==> config.mk <==
export PLATFORM = sky130hd
export DESIGN_NAME = mem_port_arbiter
export DESIGN_NICKNAME = d
export VERILOG_FILES = /design/src/rtl/mem_arb_pkg.sv /design/src/rtl/mem_arb_rr2.sv /design/src/rtl/mem_port_arbiter.sv
export SDC_FILE = /design/constraint.sdc
export NUM_CORES = 1
export LEC_CHECK = 0
export CAP_MARGIN = 25
export CORE_ASPECT_RATIO = 1.25
export CORE_MARGIN = 10
export CORE_UTILIZATION = 46
export DETAILED_ROUTE_END_ITERATION = 7
export PLACE_DENSITY = 0.87
export SLEW_MARGIN = 10
export SYNTH_ARGS = -nofsm -noshare
export SYNTH_HDL_FRONTEND = slang
export SYNTH_HIERARCHICAL = 1
export SYNTH_SLANG_ARGS = --single-unit
==> constraint.sdc <==
create_clock -name mem_Clk -period 3.25 [get_ports mem_Clk]
set_input_delay 0.4875 -clock mem_Clk [delete_from_list [all_inputs] [get_ports mem_Clk]]
set_output_delay 0.4875 -clock mem_Clk [all_outputs]
set_load 0.05 [all_outputs]
==> src/rtl/mem_arb_pkg.sv <==
// Shared definitions for the unified byte-memory port arbiter.
//   state_t        : sequencer states
//   own_t          : which requester owns the current transaction
//   BYTES_PER_WORD : bytes serialised per 32-bit access
//   ADDR_W_DEF     : default byte-address width of the memory array
package mem_arb_pkg;

  localparam int BYTES_PER_WORD = 4;
  localparam int WORD_W         = 32;
  localparam int ADDR_W_DEF     = 16;

  typedef enum logic [2:0] {
    ST_IDLE,
    ST_RD,
    ST_WR,
    ST_RESP,
    ST_HALTED
  } state_t;

  typedef enum logic {
    OWN_IF = 1'b0,
    OWN_DM = 1'b1
  } own_t;

endpackage

==> src/rtl/mem_arb_rr2.sv <==
// Two-way round-robin grant between fetch and data requesters.
// Ports:
//   i_clk, i_rst_n : clock, synchronous active-low reset
//   i_req_if       : fetch side requesting
//   i_req_dm       : data side requesting
//   i_upd          : commit i_upd_own as the most recent grant
//   i_upd_own      : owner of the transaction being completed
//   o_grant        : combinational winner for the current cycle
module mem_arb_rr2
  import mem_arb_pkg::*;
(
  input  logic i_clk,
  input  logic i_rst_n,
  input  logic i_req_if,
  input  logic i_req_dm,
  input  logic i_upd,
  input  own_t i_upd_own,
  output own_t o_grant
);

  own_t r_last;

  // Last grant resets to fetch so that data wins the first tie.
  always_ff @(posedge i_clk) begin
    if (!i_rst_n) begin
      r_last <= OWN_IF;
    end else if (i_upd) begin
      r_last <= i_upd_own;
    end
  end

  always_comb begin
    o_grant = OWN_IF;
    if (i_req_dm && (!i_req_if || (r_last == OWN_IF))) begin
      o_grant = OWN_DM;
    end
  end

endmodule

==> src/rtl/mem_port_arbiter.sv <==
// Shares one byte-wide unified memory between instruction fetch and the
// load/store unit. Each 32-bit access is serialised into four big-endian
// byte accesses; a halt path drains the in-flight access then freezes the
// memory port.
// Ports:
//   mem_Clk, mem_Rst_n          : clock, synchronous active-low reset
//   if_req/if_addr              : fetch request (level) and byte address
//   if_rdata/if_ack             : fetched word and one-cycle completion pulse
//   dm_read/dm_write/dm_addr    : load/store request (level) and byte address
//   dm_wdata                    : store data
//   dm_rdata/dm_ack/dm_err      : load data, completion pulse, read+write error
//   halt_req/halted             : drain-and-freeze request and status
//   mem_a/mem_we/mem_wd/mem_rd  : byte memory port (mem_rd one cycle latent)
module mem_port_arbiter
  import mem_arb_pkg::*;
#(
  parameter int ADDR_W = ADDR_W_DEF
) (
  input  logic              mem_Clk,
  input  logic              mem_Rst_n,
  input  logic              if_req,
  input  logic [31:0]       if_addr,
  output logic [31:0]       if_rdata,
  output logic              if_ack,
  input  logic              dm_read,
  input  logic              dm_write,
  input  logic [31:0]       dm_addr,
  input  logic [31:0]       dm_wdata,
  output logic [31:0]       dm_rdata,
  output logic              dm_ack,
  output logic              dm_err,
  input  logic              halt_req,
  output logic              halted,
  output logic [ADDR_W-1:0] mem_a,
  output logic              mem_we,
  output logic [7:0]        mem_wd,
  input  logic [7:0]        mem_rd
);

  state_t              r_state;
  state_t              w_state_nxt;
  logic [2:0]          r_cnt;
  logic [2:0]          w_cnt_nxt;
  logic                w_start;
  logic [ADDR_W-1:0]   r_base;
  logic [WORD_W-1:0]   r_wdata;
  logic [WORD_W-1:0]   r_rdata;
  own_t                r_own;
  logic                r_err;
  logic                r_halt_pend;
  logic [WORD_W-1:0]   r_if_rdata;
  logic [WORD_W-1:0]   r_dm_rdata;
  logic [WORD_W-1:0]   w_rd_word;
  logic                w_dm_req;
  own_t                w_grant;
  logic                w_rd_last;
  logic                w_wr_last;
  logic                w_unused;

  localparam logic [2:0] RD_LAST = 3'(BYTES_PER_WORD);
  localparam logic [2:0] WR_LAST = 3'(BYTES_PER_WORD - 1);

  // Byte 0 of a word is its most significant byte.
  function automatic logic [7:0] word_byte(input logic [31:0] w, input logic [1:0] idx);
    logic [7:0] b;
    case (idx)
      2'd0:    b = w[31:24];
      2'd1:    b = w[23:16];
      2'd2:    b = w[15:8];
      default: b = w[7:0];
    endcase
    return b;
  endfunction

  assign w_unused  = &{1'b0, if_addr[31:ADDR_W], dm_addr[31:ADDR_W]};
  assign w_dm_req  = dm_read | dm_write;
  assign w_rd_last = (r_state == ST_RD) && (r_cnt == RD_LAST);
  assign w_wr_last = (r_state == ST_WR) && (r_cnt == WR_LAST);
  // The final read byte arrives in the last RD cycle; merge it on the way out.
  assign w_rd_word = {r_rdata[31:8], mem_rd};

  mem_arb_rr2 u_rr (
    .i_clk     (mem_Clk),
    .i_rst_n   (mem_Rst_n),
    .i_req_if  (if_req),
    .i_req_dm  (w_dm_req),
    .i_upd     (r_state == ST_RESP),
    .i_upd_own (r_own),
    .o_grant   (w_grant)
  );

  always_ff @(posedge mem_Clk) begin
    if (!mem_Rst_n) begin
      r_state     <= ST_IDLE;
      r_cnt       <= 3'd0;
      r_halt_pend <= 1'b0;
      r_if_rdata  <= '0;
      r_dm_rdata  <= '0;
    end else begin
      r_state     <= w_state_nxt;
      r_cnt       <= w_cnt_nxt;
      // A halt seen mid-transaction is remembered until the next IDLE.
      r_halt_pend <= r_halt_pend | halt_req;
      if (w_rd_last) begin
        if (r_own == OWN_IF) r_if_rdata <= w_rd_word;
        else                 r_dm_rdata <= w_rd_word;
      end else if (w_wr_last) begin
        if (r_own == OWN_IF) r_if_rdata <= r_rdata;
        else                 r_dm_rdata <= r_rdata;
      end
    end
  end

  // Transaction context and read assembly carry no reset: they are only
  // observed after a grant has loaded them.
  always_ff @(posedge mem_Clk) begin
    if (w_start) begin
      r_base  <= (w_grant == OWN_IF) ? if_addr[ADDR_W-1:0] : dm_addr[ADDR_W-1:0];
      r_wdata <= dm_wdata;
      r_own   <= w_grant;
      r_err   <= (w_grant == OWN_DM) && dm_read && dm_write;
    end
    if (r_state == ST_RD) begin
      case (r_cnt)
        3'd1:    r_rdata[31:24] <= mem_rd;
        3'd2:    r_rdata[23:16] <= mem_rd;
        3'd3:    r_rdata[15:8]  <= mem_rd;
        3'd4:    r_rdata[7:0]   <= mem_rd;
        default: ;
      endcase
    end
  end

  always_comb begin
    w_state_nxt = r_state;
    w_cnt_nxt   = r_cnt;
    w_start     = 1'b0;
    mem_a       = '0;
    mem_we      = 1'b0;
    mem_wd      = 8'd0;
    case (r_state)
      ST_IDLE: begin
        w_cnt_nxt = 3'd0;
        if (halt_req || r_halt_pend) begin
          w_state_nxt = ST_HALTED;
        end else if (if_req || w_dm_req) begin
          w_start     = 1'b1;
          // Read+write together executes as a store.
          w_state_nxt = ((w_grant == OWN_DM) && dm_write) ? ST_WR : ST_RD;
        end
      end
      ST_RD: begin
        if (r_cnt < RD_LAST) mem_a = r_base + ADDR_W'(r_cnt);
        if (w_rd_last) begin
          w_state_nxt = ST_RESP;
          w_cnt_nxt   = 3'd0;
        end else begin
          w_cnt_nxt = r_cnt + 3'd1;
        end
      end
      ST_WR: begin
        // Gated by reset so a reset cycle never commits a further byte.
        mem_we = mem_Rst_n;
        mem_a  = r_base + ADDR_W'(r_cnt);
        mem_wd = word_byte(r_wdata, r_cnt[1:0]);
        if (w_wr_last) begin
          w_state_nxt = ST_RESP;
          w_cnt_nxt   = 3'd0;
        end else begin
          w_cnt_nxt = r_cnt + 3'd1;
        end
      end
      ST_RESP: begin
        w_state_nxt = ST_IDLE;
      end
      ST_HALTED: begin
        w_state_nxt = ST_HALTED;
      end
      default: begin
        w_state_nxt = ST_IDLE;
      end
    endcase
  end

  assign if_ack   = (r_state == ST_RESP) && (r_own == OWN_IF);
  assign dm_ack   = (r_state == ST_RESP) && (r_own == OWN_DM);
  assign dm_err   = dm_ack && r_err;
  assign halted   = (r_state == ST_HALTED);
  assign if_rdata = r_if_rdata;
  assign dm_rdata = r_dm_rdata;

endmodule

==> flow_summary.toml, run 1 <==
[yosys]
synth_fp_nets = 647
ys_ff_latch = 154
synth_ff_type = "edfxtp_1"
synth.top_cells.by_count = "82 x edfxtp_1, 72 x dfxtp_1, 61 x a21oi_1, 57 x nand2_1, 56 x nor2_1"
yosysUniqueCellTypes = 54
synth_top_area_share_pct = 39.3
synthCells = 527
synth_area_leaders = "edfxtp_1 39%, dfxtp_1 23%, mux2i_1 5.3%"
synth_area_um2 = 6270
synth_area_leader_cell = "edfxtp_1"
synth-async-reset-ratio_pct = 0
yosysMostFrequentCell = "edfxtp_1"
ys_warn_count = 6
synth_edf_count = 82
avgSynthCellArea_um2 = 11.9
yosysSeqAreaShare_pct = 62.2

[timing]
fin_skew_ns = 0.00894
setup_viol = 0
tightest_slew_ns = 0.997
drv_slew = 0
hold_viol = 0
slew_headroom_pct = 32.6
timing.hold.ws_ns = 0.459
period_share_pct = 95.1
period_minus_slack_ns = 3.09
fmax_mhz = 324
rsz0062_at_grt = "false"

[global_routing]
busiest_layer = "met2"
groute.usage.overall_pct = 16.8
grt_max_degree = 54
first_global_vias = 4917
grt_antenna_before_repair = 0
met3_usage_pct = 6.58
grt_overflow = 0
met2_usage_pct = 30.8
grt_pass1_wl_um = 25800
grt_use_met1_pct = 17.5

[clock_network]
root_buffer = "clkbuf_16"
clk_pin_slew_worst_paths_ns = 0.06
cts_made_buffers = 17
cts_setup_buffers = 0
htree_levels = 4
clkLatencyLatePin_ns = 0.41
cts_tree = "built"
cts_sinks = 154
clockBufferDepth = 2
hold_buffers = 0

[route]
drtIter0Drc = 317
firstDrtPassIters = 5
drc = 0
via_per_inst = 5.38
wl_per_cell_um = 18.6
vias = 4726
ant_nets = 0
wirelength_um = 16300

[critical_path]
crit_chain = "ha_1 -> inv_1 -> fa_1 -> nor2b_4 -> o21ai_2 -> or3_1 -> a21oi_1 -> buf_12"
cp_num_cells = 8
worstPathArrival_ns = 2.60
crit_buf_inv = 2
r2r_cells = 7
worstPathRequired_ns = 2.76
endpoint_kind = "output port"
critPathLaunchType = "register"
path_delay_family = "adder cells"
max_stage_delay_ns = 0.42
worstSetupPathType = "reg2out"
slowest_stage = "fa_1"
cp_max_fo = 7

[power_and_ir_drop]
leakagePower_nw = 3.22
power.density_nw_per_um2 = 601
peakVddDrop_mv = 0.361
total_power_w = 0.00528

[die]
num_rows = 47
dieArea_um2 = 18700
die_h_um = 151
die_width_um = 124
core_area_um2 = 13300
start_util_pct = 47.2
boundaryPins = 203

[min_path]
worstHoldPathCells = 2
hold_path.class = "reg2reg"

[final_layout]
synthToLayoutAreaGrowth_pct = 40.1
diodes = 0
layout-drive-gt1-share_pct = 12.6
fin_nets = 814

[status]
status = "finished clean"

[placement]
gp_congestion = 0.793
io_buffer_count = 170
place_hpwl_um = 12000

[job]
drv_cap = 0
registers in the layout, summed over array words and instances, names as in the netlist:
| signal | cells |
|---|---|
| if_rdata | 32 |
| r_base | 16 |
| u_rr/r_last | 1 |
| dm_rdata | 32 |
| r_halt_pend | 1 |
| r_own | 1 |
| r_err | 1 |
| r_state | 3 |
| r_wdata | 32 |
| r_cnt | 3 |
| r_rdata | 32 |
through the flow:
stage / area [um2] / util, % / setup slack, ns / std cells / setup TNS [ns]
floorplan: 6270 / - / 0.272 / 527 / 0
global placement: 8110 / 61.0 / 0.467 / 845 / 0
detailed placement: 8110 / 61.0 / 0.347 / 845 / 0
CTS: 8730 / 65.7 / -0.0102 / 877 / -0.0102
global route: 8790 / 66.1 / 0.00665 / 878 / 0
finish: 8790 / 66.1 / 0.159 / 878 / 0
routing by layer:
| layer | vias to the layer above | wire (um) | share of wire (%) |
|---|---|---|---|
| li1 | 2234 | - | - |
| met1 | 2297 | 6170 | 38 |
| met2 | 177 | 8700 | 53 |
| met3 | 18 | 1220 | 7.4 |
| met4 | 0 | 227 | 1.4 |
| met5 | - | 0 | 0 |
cell usage in the layout (no fill, tap or decap), types with 3 or more instances in the layout:
| cell type | synthesis | layout |
|---|---|---|
| or3_1 | 6 | 6 |
| dlymetal6s2s_1 | 0 | 13 |
| inv_8 | 0 | 5 |
| buf_4 | 0 | 13 |
| and3_1 | 3 | 3 |
| mux2i_1 | 33 | 33 |
| nand2b_1 | 4 | 4 |
| dfxtp_1 | 72 | 71 |
| buf_12 | 0 | 5 |
| inv_6 | 0 | 4 |
| mux2_2 | 16 | 16 |
| clkbuf_16 | 0 | 18 |
| xnor2_1 | 5 | 5 |
| o21ai_0 | 22 | 22 |
| a21oi_1 | 61 | 59 |
| nor2b_1 | 4 | 3 |
| nand3_1 | 5 | 5 |
| and2_1 | 3 | 3 |
| clkdlybuf4s50_1 | 0 | 146 |
| nand2_1 | 57 | 57 |
| nor2_1 | 56 | 56 |
| ha_1 | 9 | 9 |
| a222oi_1 | 8 | 8 |
| inv_1 | 8 | 8 |
| edfxtp_1 | 82 | 82 |
cell families after synthesis:
| kind of cell | share of synthesized area [%] |
|---|---|
| simple gates | 11.7 |
| flops | 62.2 |
| compound gates | 11.0 |
| mux | 8.14 |
| buf+inv | 3.85 |
| fa+ha+maj | 2.11 |
| xor+xnor | 0.977 |
path summary, 6_finish.rpt:
| kind | start | to | slack [ns] |
|---|---|---|---|
| worst max register to register | r_cnt[1] | if_rdata[22] | 0.63 |
| worst min-delay path | dm_rdata[26] | dm_rdata[26] | 0.46 |
| worst max-delay path | r_cnt[0] | mem_a[10] | 0.16 |
| worst min register to register | dm_rdata[26] | dm_rdata[26] | 0.46 |
layout make-up:
| type | instances | area [um2] |
|---|---|---|
| Clock buffer | 18 | 450 |
| Clock inverter | 14 | 166 |
| Fill cell | 994 | 4500 |
| Inverter | 9 | 33.8 |
| Multi-Input combinational cell | 333 | 2180 |
| Sequential cell | 154 | 3910 |
| Tap cell | 171 | 214 |
| Timing Repair Buffer | 179 | 1850 |
tightest hold or removal path, stage by stage (launching register included):
cell	delay [ns]
dfxtp_1	0.31
nand2_1	0.05
a21oi_1	0.05
repair_timing:
item / 4_1_cts / 5_1_grt
pin swaps: 0 / 0
cloned: 0 / 0
gates resized for setup: 5 / 16
setup endpoints to repair: 4 / 16
report_power, final:
part	internal, W	switching (W)
Clock	0.00115	0.000868
Combinational	0.000379	0.000604
Sequential	0.00219	0.0000916
No activity file was read; power rests on OpenSTA's default activity.
==> run 2, diff against run 1 <==
CORE_UTILIZATION = 42   (was 46)
PLACE_DENSITY = 0.84   (was 0.87)
SETUP_SLACK_MARGIN = 0.15   (was not set)
clock period = 2.68 ns   (was 3.25 ns; I/O delays follow)
==> flow_summary.toml, run 2 (same netlist as run 1, synthesis figures left out) <==
[min_path]
min-delay-start = "dm_rdata[30]"
hold-path-endpoint = "dm_rdata[30]"
hold_path.class = "reg2reg"
worstHoldPathCells = 2

[critical_path]
r2r-start = "r_cnt[0]"
cp_max_fo = 5
r2r-end = "if_rdata[23]"
r2r_cells = 8
endpoint_kind = "output port"
worstSetupPathType = "reg2out"
worstPathArrival_ns = 2.33
critPathLaunchType = "register"
r2r_slack_ns = 0.43
worstPathRequired_ns = 2.28

[timing]
hold_viol = 0
tightest_slew_ns = 0.994
setup_viol = 4
rsz0062_at_grt = "true"
drv_slew = 0
period_share_pct = 102
slew_headroom_pct = 33.4
period_minus_slack_ns = 2.73
fmax_mhz = 367
setup_tns_ns = -0.120
fin_skew_ns = 0.00874
setup_ws_ns = -0.0478

[placement]
gp_congestion = 0.830
io_buffer_count = 170
preCtsSetupSlack_ns = 0.118
placedCellCount = 859
place_hpwl_um = 12000

[route]
vias = 4812
via_per_inst = 5.36
ant_nets = 0
drc = 0
drtIter0Drc = 375
wl_per_cell_um = 18.6
wirelength_um = 16700
firstDrtPassIters = 5

[final_layout]
layout_common_cells = "142 x clkdlybuf4s50_1, 82 x edfxtp_1, 67 x dfxtp_1, 57 x nand2_1, 54 x a21oi_1"
diodes = 0
fin_nets = 826
final_common_cell = "clkdlybuf4s50_1"
fill_cells = 1082
stdcell_count = 897
fin_util_pct = 62.5
layout-drive-gt1-share_pct = 20.4
synthToLayoutAreaGrowth_pct = 44.8

[clock_network]
htree_levels = 4
cts_made_buffers = 17
clkLatencyLatePin_ns = 0.43
clockBufferDepth = 2
clk_pin_slew_worst_paths_ns = 0.06
root_buffer = "clkbuf_16"
cts_sinks = 154
cts_tree = "built"

[die]
die_width_um = 129
core_area_um2 = 14500
dieArea_um2 = 20300
start_util_pct = 43.2
die_h_um = 157
num_rows = 49
boundaryPins = 203

[global_routing]
grt_pass1_wl_um = 26100
grt_overflow = 0
first_global_vias = 4988
grt_max_degree = 54
grt_antenna_before_repair = 0
groute.usage.overall_pct = 16.5

[power_and_ir_drop]
peakVddDrop_mv = 0.452
power.density_nw_per_um2 = 711
leakagePower_nw = 3.10

[job]
drv_cap = 0

[status]
status = "finished, violations left"
violations = "setup timing"
[run 2: how the worst max path moves through the flow]
| stage | end | from |
|---|---|---|
| final | mem_a[15] | r_base[2] |
| after floorplan | mem_a[2] | r_state[1] |
| after CTS | mem_a[10] | r_base[0] |
| after global placement | r_base[1] | dm_write |
| after global routing | mem_a[8] | r_base[0] |
| after detailed placement | r_base[15] | dm_write |
[run 2: routing by layer]
layer / up-vias / track usage [%] / part of all wire [%]
li1: 2262 / - / -
met1: 2313 / 17.1 / 37
met2: 213 / 29.4 / 52
met3: 24 / 6.29 / 9.2
met4: 0 / 6.02 / 1.8
met5: - / 0 / 0
[run 2: layout make-up]
cell class / count / area [um2] / share of cell area [%]
flip-flops and latches: 154 / 3910 / 43.1
multi-input cells: 333 / 2360 / 26.0
repair buffers: 191 / 1980 / 21.8
clock buffers: 18 / 450 / 4.96
well taps: 178 / 223 / 2.45
clock inverters: 14 / 125 / 1.38
inverters: 9 / 33.8 / 0.372
[run 2: through the flow]
stage | instance area, um2 | hold slack, ns | power [W]
final | 9080 | 0.456 | 0.00645
after global routing | 9080 | 0.489 | 0.00670
after CTS | 9010 | 0.456 | 0.00648
after detailed placement | 8270 | 0.447 | 0.00412
after global placement | 8270 | 0.442 | 0.00408
after floorplan | 6310 | 0.447 | 0.00358
[run 2: critical path, cell delays in order, from the launching register on]
cell      delay (ns)
edfxtp_1        0.43
ha_4            0.34
nand3_4         0.08
a21o_4          0.24
or4_4           0.50
a21oi_4         0.16
buf_12          0.15
[run 2: repair_timing]
| item | CTS | global route |
|---|---|---|
| pin swaps | 15 | 20 |
| hold buffers | 0 | 0 |
| setup buffers | 6 | 0 |
| endpoints found under the setup margin | 20 | 20 |
| gates resized for setup | 34 | 15 |
[run 2: report_power, final]
part	internal, W	leakage, nW	switching [W]
clock	0.00128	0.284	0.00104
combinational	0.000567	1.49	0.000825
sequential	0.00265	1.33	0.0000857
==> run 3, diff against run 2 <==
==> constraint.sdc (replaced) <==
create_clock -name mem_Clk -period 2.68 [get_ports mem_Clk]
set_input_delay 0.402 -clock mem_Clk [delete_from_list [all_inputs] [get_ports mem_Clk]]
set_output_delay 0.402 -clock mem_Clk [all_outputs]
set_load 0.02 [all_outputs]
==> flow_summary.toml, run 3 (same netlist as run 1, synthesis figures left out) <==
[timing]
period_minus_slack_ns = 2.69
fin_skew_ns = 0.00572
drv_slew = 0
fmax_mhz = 372
slew_headroom_pct = 30.2
setup_viol = 1
setup_ws_ns = -0.00514
tightest_slew_ns = 1.04
rsz0062_at_grt = "true"
period_share_pct = 100
timing.hold.ws_ns = 0.457
hold_viol = 0

[critical_path]
crit_chain = "buf_4 -> ha_4 -> nand3_4 -> a21o_1 -> or4_1 -> a21oi_2 -> buf_6"
r2r_slack_ns = 0.49
max_stage_delay_ns = 0.49
endpoint_kind = "output port"
worstPathArrival_ns = 2.28
critPathLaunchType = "register"
worstPathRequired_ns = 2.28
r2r_cells = 8
slowest_stage = "or4_1"
worstSetupPathType = "reg2out"
cp_max_fo = 5

[clock_network]
cts_sinks = 154
htree_levels = 4
hold_buffers = 0
root_buffer = "clkbuf_16"
clk_pin_slew_worst_paths_ns = 0.06
cts_made_buffers = 17
clockBufferDepth = 2
cts_tree = "built"
clkLatencyLatePin_ns = 0.42

[min_path]
hold_path.class = "reg2reg"
worstHoldPathCells = 2

[placement]
io_buffer_count = 170
placedCellCount = 868
place_hpwl_um = 12300
gp_congestion = 0.814

[status]
status = "finished, violations left"
violations = "setup timing"

[route]
via_per_inst = 5.27
wirelength_um = 16900
drc = 0
ant_nets = 0
drtIter0Drc = 359
wl_per_cell_um = 18.7
vias = 4763
firstDrtPassIters = 4

[final_layout]
synthToLayoutAreaGrowth_pct = 42.6
layout_common_cells = "145 x clkdlybuf4s50_1, 82 x edfxtp_1, 71 x dfxtp_1, 57 x nand2_1, 56 x nor2_1"
layout-drive-gt1-share_pct = 18.8
stdcell_count = 903
fin_util_pct = 61.6
fill_cells = 1099
diodes = 0
fin_nets = 832
final_common_cell = "clkdlybuf4s50_1"

[job]
drv_cap = 0

[die]
boundaryPins = 203
num_rows = 49
die_h_um = 157
start_util_pct = 43.2
dieArea_um2 = 20300
core_area_um2 = 14500
die_width_um = 129

[power_and_ir_drop]
leakagePower_nw = 3.10
total_power_w = 0.00617
peakVddDrop_mv = 0.365
power.density_nw_per_um2 = 690

[global_routing]
grt_pass1_wl_um = 26500
grt_antenna_before_repair = 0
groute.usage.overall_pct = 16.5
first_global_vias = 5093
grt_overflow = 0
grt_max_degree = 54
==> run 3: cell count changes in the layout (fill, tap and decap cells not counted), sizes merged <==
cell / delta
buf: -9
clkbuf: +8
clkdlybuf4s15: +3
clkdlybuf4s50: +3
bufinv: +1
clkinvlp: -1
dlymetal6s2s: +1
==> run 3: stage by stage <==
stage | worst slack, ns | setup TNS, ns | cell area [um2]
after floorplan | 0.209 | 0 | 6270
after global placement | -0.192 | -0.624 | 8220
after detailed placement | -0.254 | -0.937 | 8220
after CTS | -0.0901 | -0.0926 | 8880
after global routing | -0.0626 | -0.162 | 8940
final | -0.00514 | -0.00514 | 8940
==> run 3: path summary, 6_finish.rpt <==
check / to / from
setup reg to reg: if_rdata[21] / r_cnt[0]
hold / removal: dm_rdata[26] / dm_rdata[26]
hold reg to reg: dm_rdata[26] / dm_rdata[26]
setup / recovery: mem_a[15] / r_cnt[1]
==> run 3: where the power goes <==
group / internal, W / switching, W / leakage [nW]
registers: 0.00265 / 0.0000728 / 1.33
logic: 0.000463 / 0.000602 / 1.48
clock network: 0.00132 / 0.00106 / 0.291
==> run 3: layout make-up <==
type / count / area (um2) / share of cell area [%]
Sequential cell: 154 / 3910 / 43.7
Clock inverter: 14 / 156 / 1.75
Timing Repair Buffer: 197 / 1890 / 21.1
Multi-Input combinational cell: 333 / 2310 / 25.8
Clock buffer: 18 / 429 / 4.80
Inverter: 9 / 33.8 / 0.378
Tap cell: 178 / 223 / 2.49
==> run 3: repair_timing <==
action | in CTS | in global routing
setup endpoints to repair | 25 | 23
buffers inserted | 1 | 2
gates resized for setup | 95 | 35
pin swaps | 14 | 15
==> run 3: layer usage <==
metal / global-route usage (%) / up-vias / wire, um / share of wire [%]
met3: 6.12 / 28 / 1420 / 8.4
met5: 0 / - / 0 / 0
met1: 17.9 / 2278 / 6510 / 39
met2: 28.6 / 172 / 8640 / 51
li1: - / 2285 / - / -
met4: 5.91 / 0 / 335 / 2.0
==> run 3: worst max-delay path, delay by kind of cell (launching register included) <==
| kind | cells | cell delay [ns] |
|---|---|---|
| simple gates | 2 | 0.57 |
| compound gates | 2 | 0.40 |
| flops | 1 | 0.32 |
| buf+inv | 2 | 0.29 |
| fa+ha+maj | 1 | 0.27 |
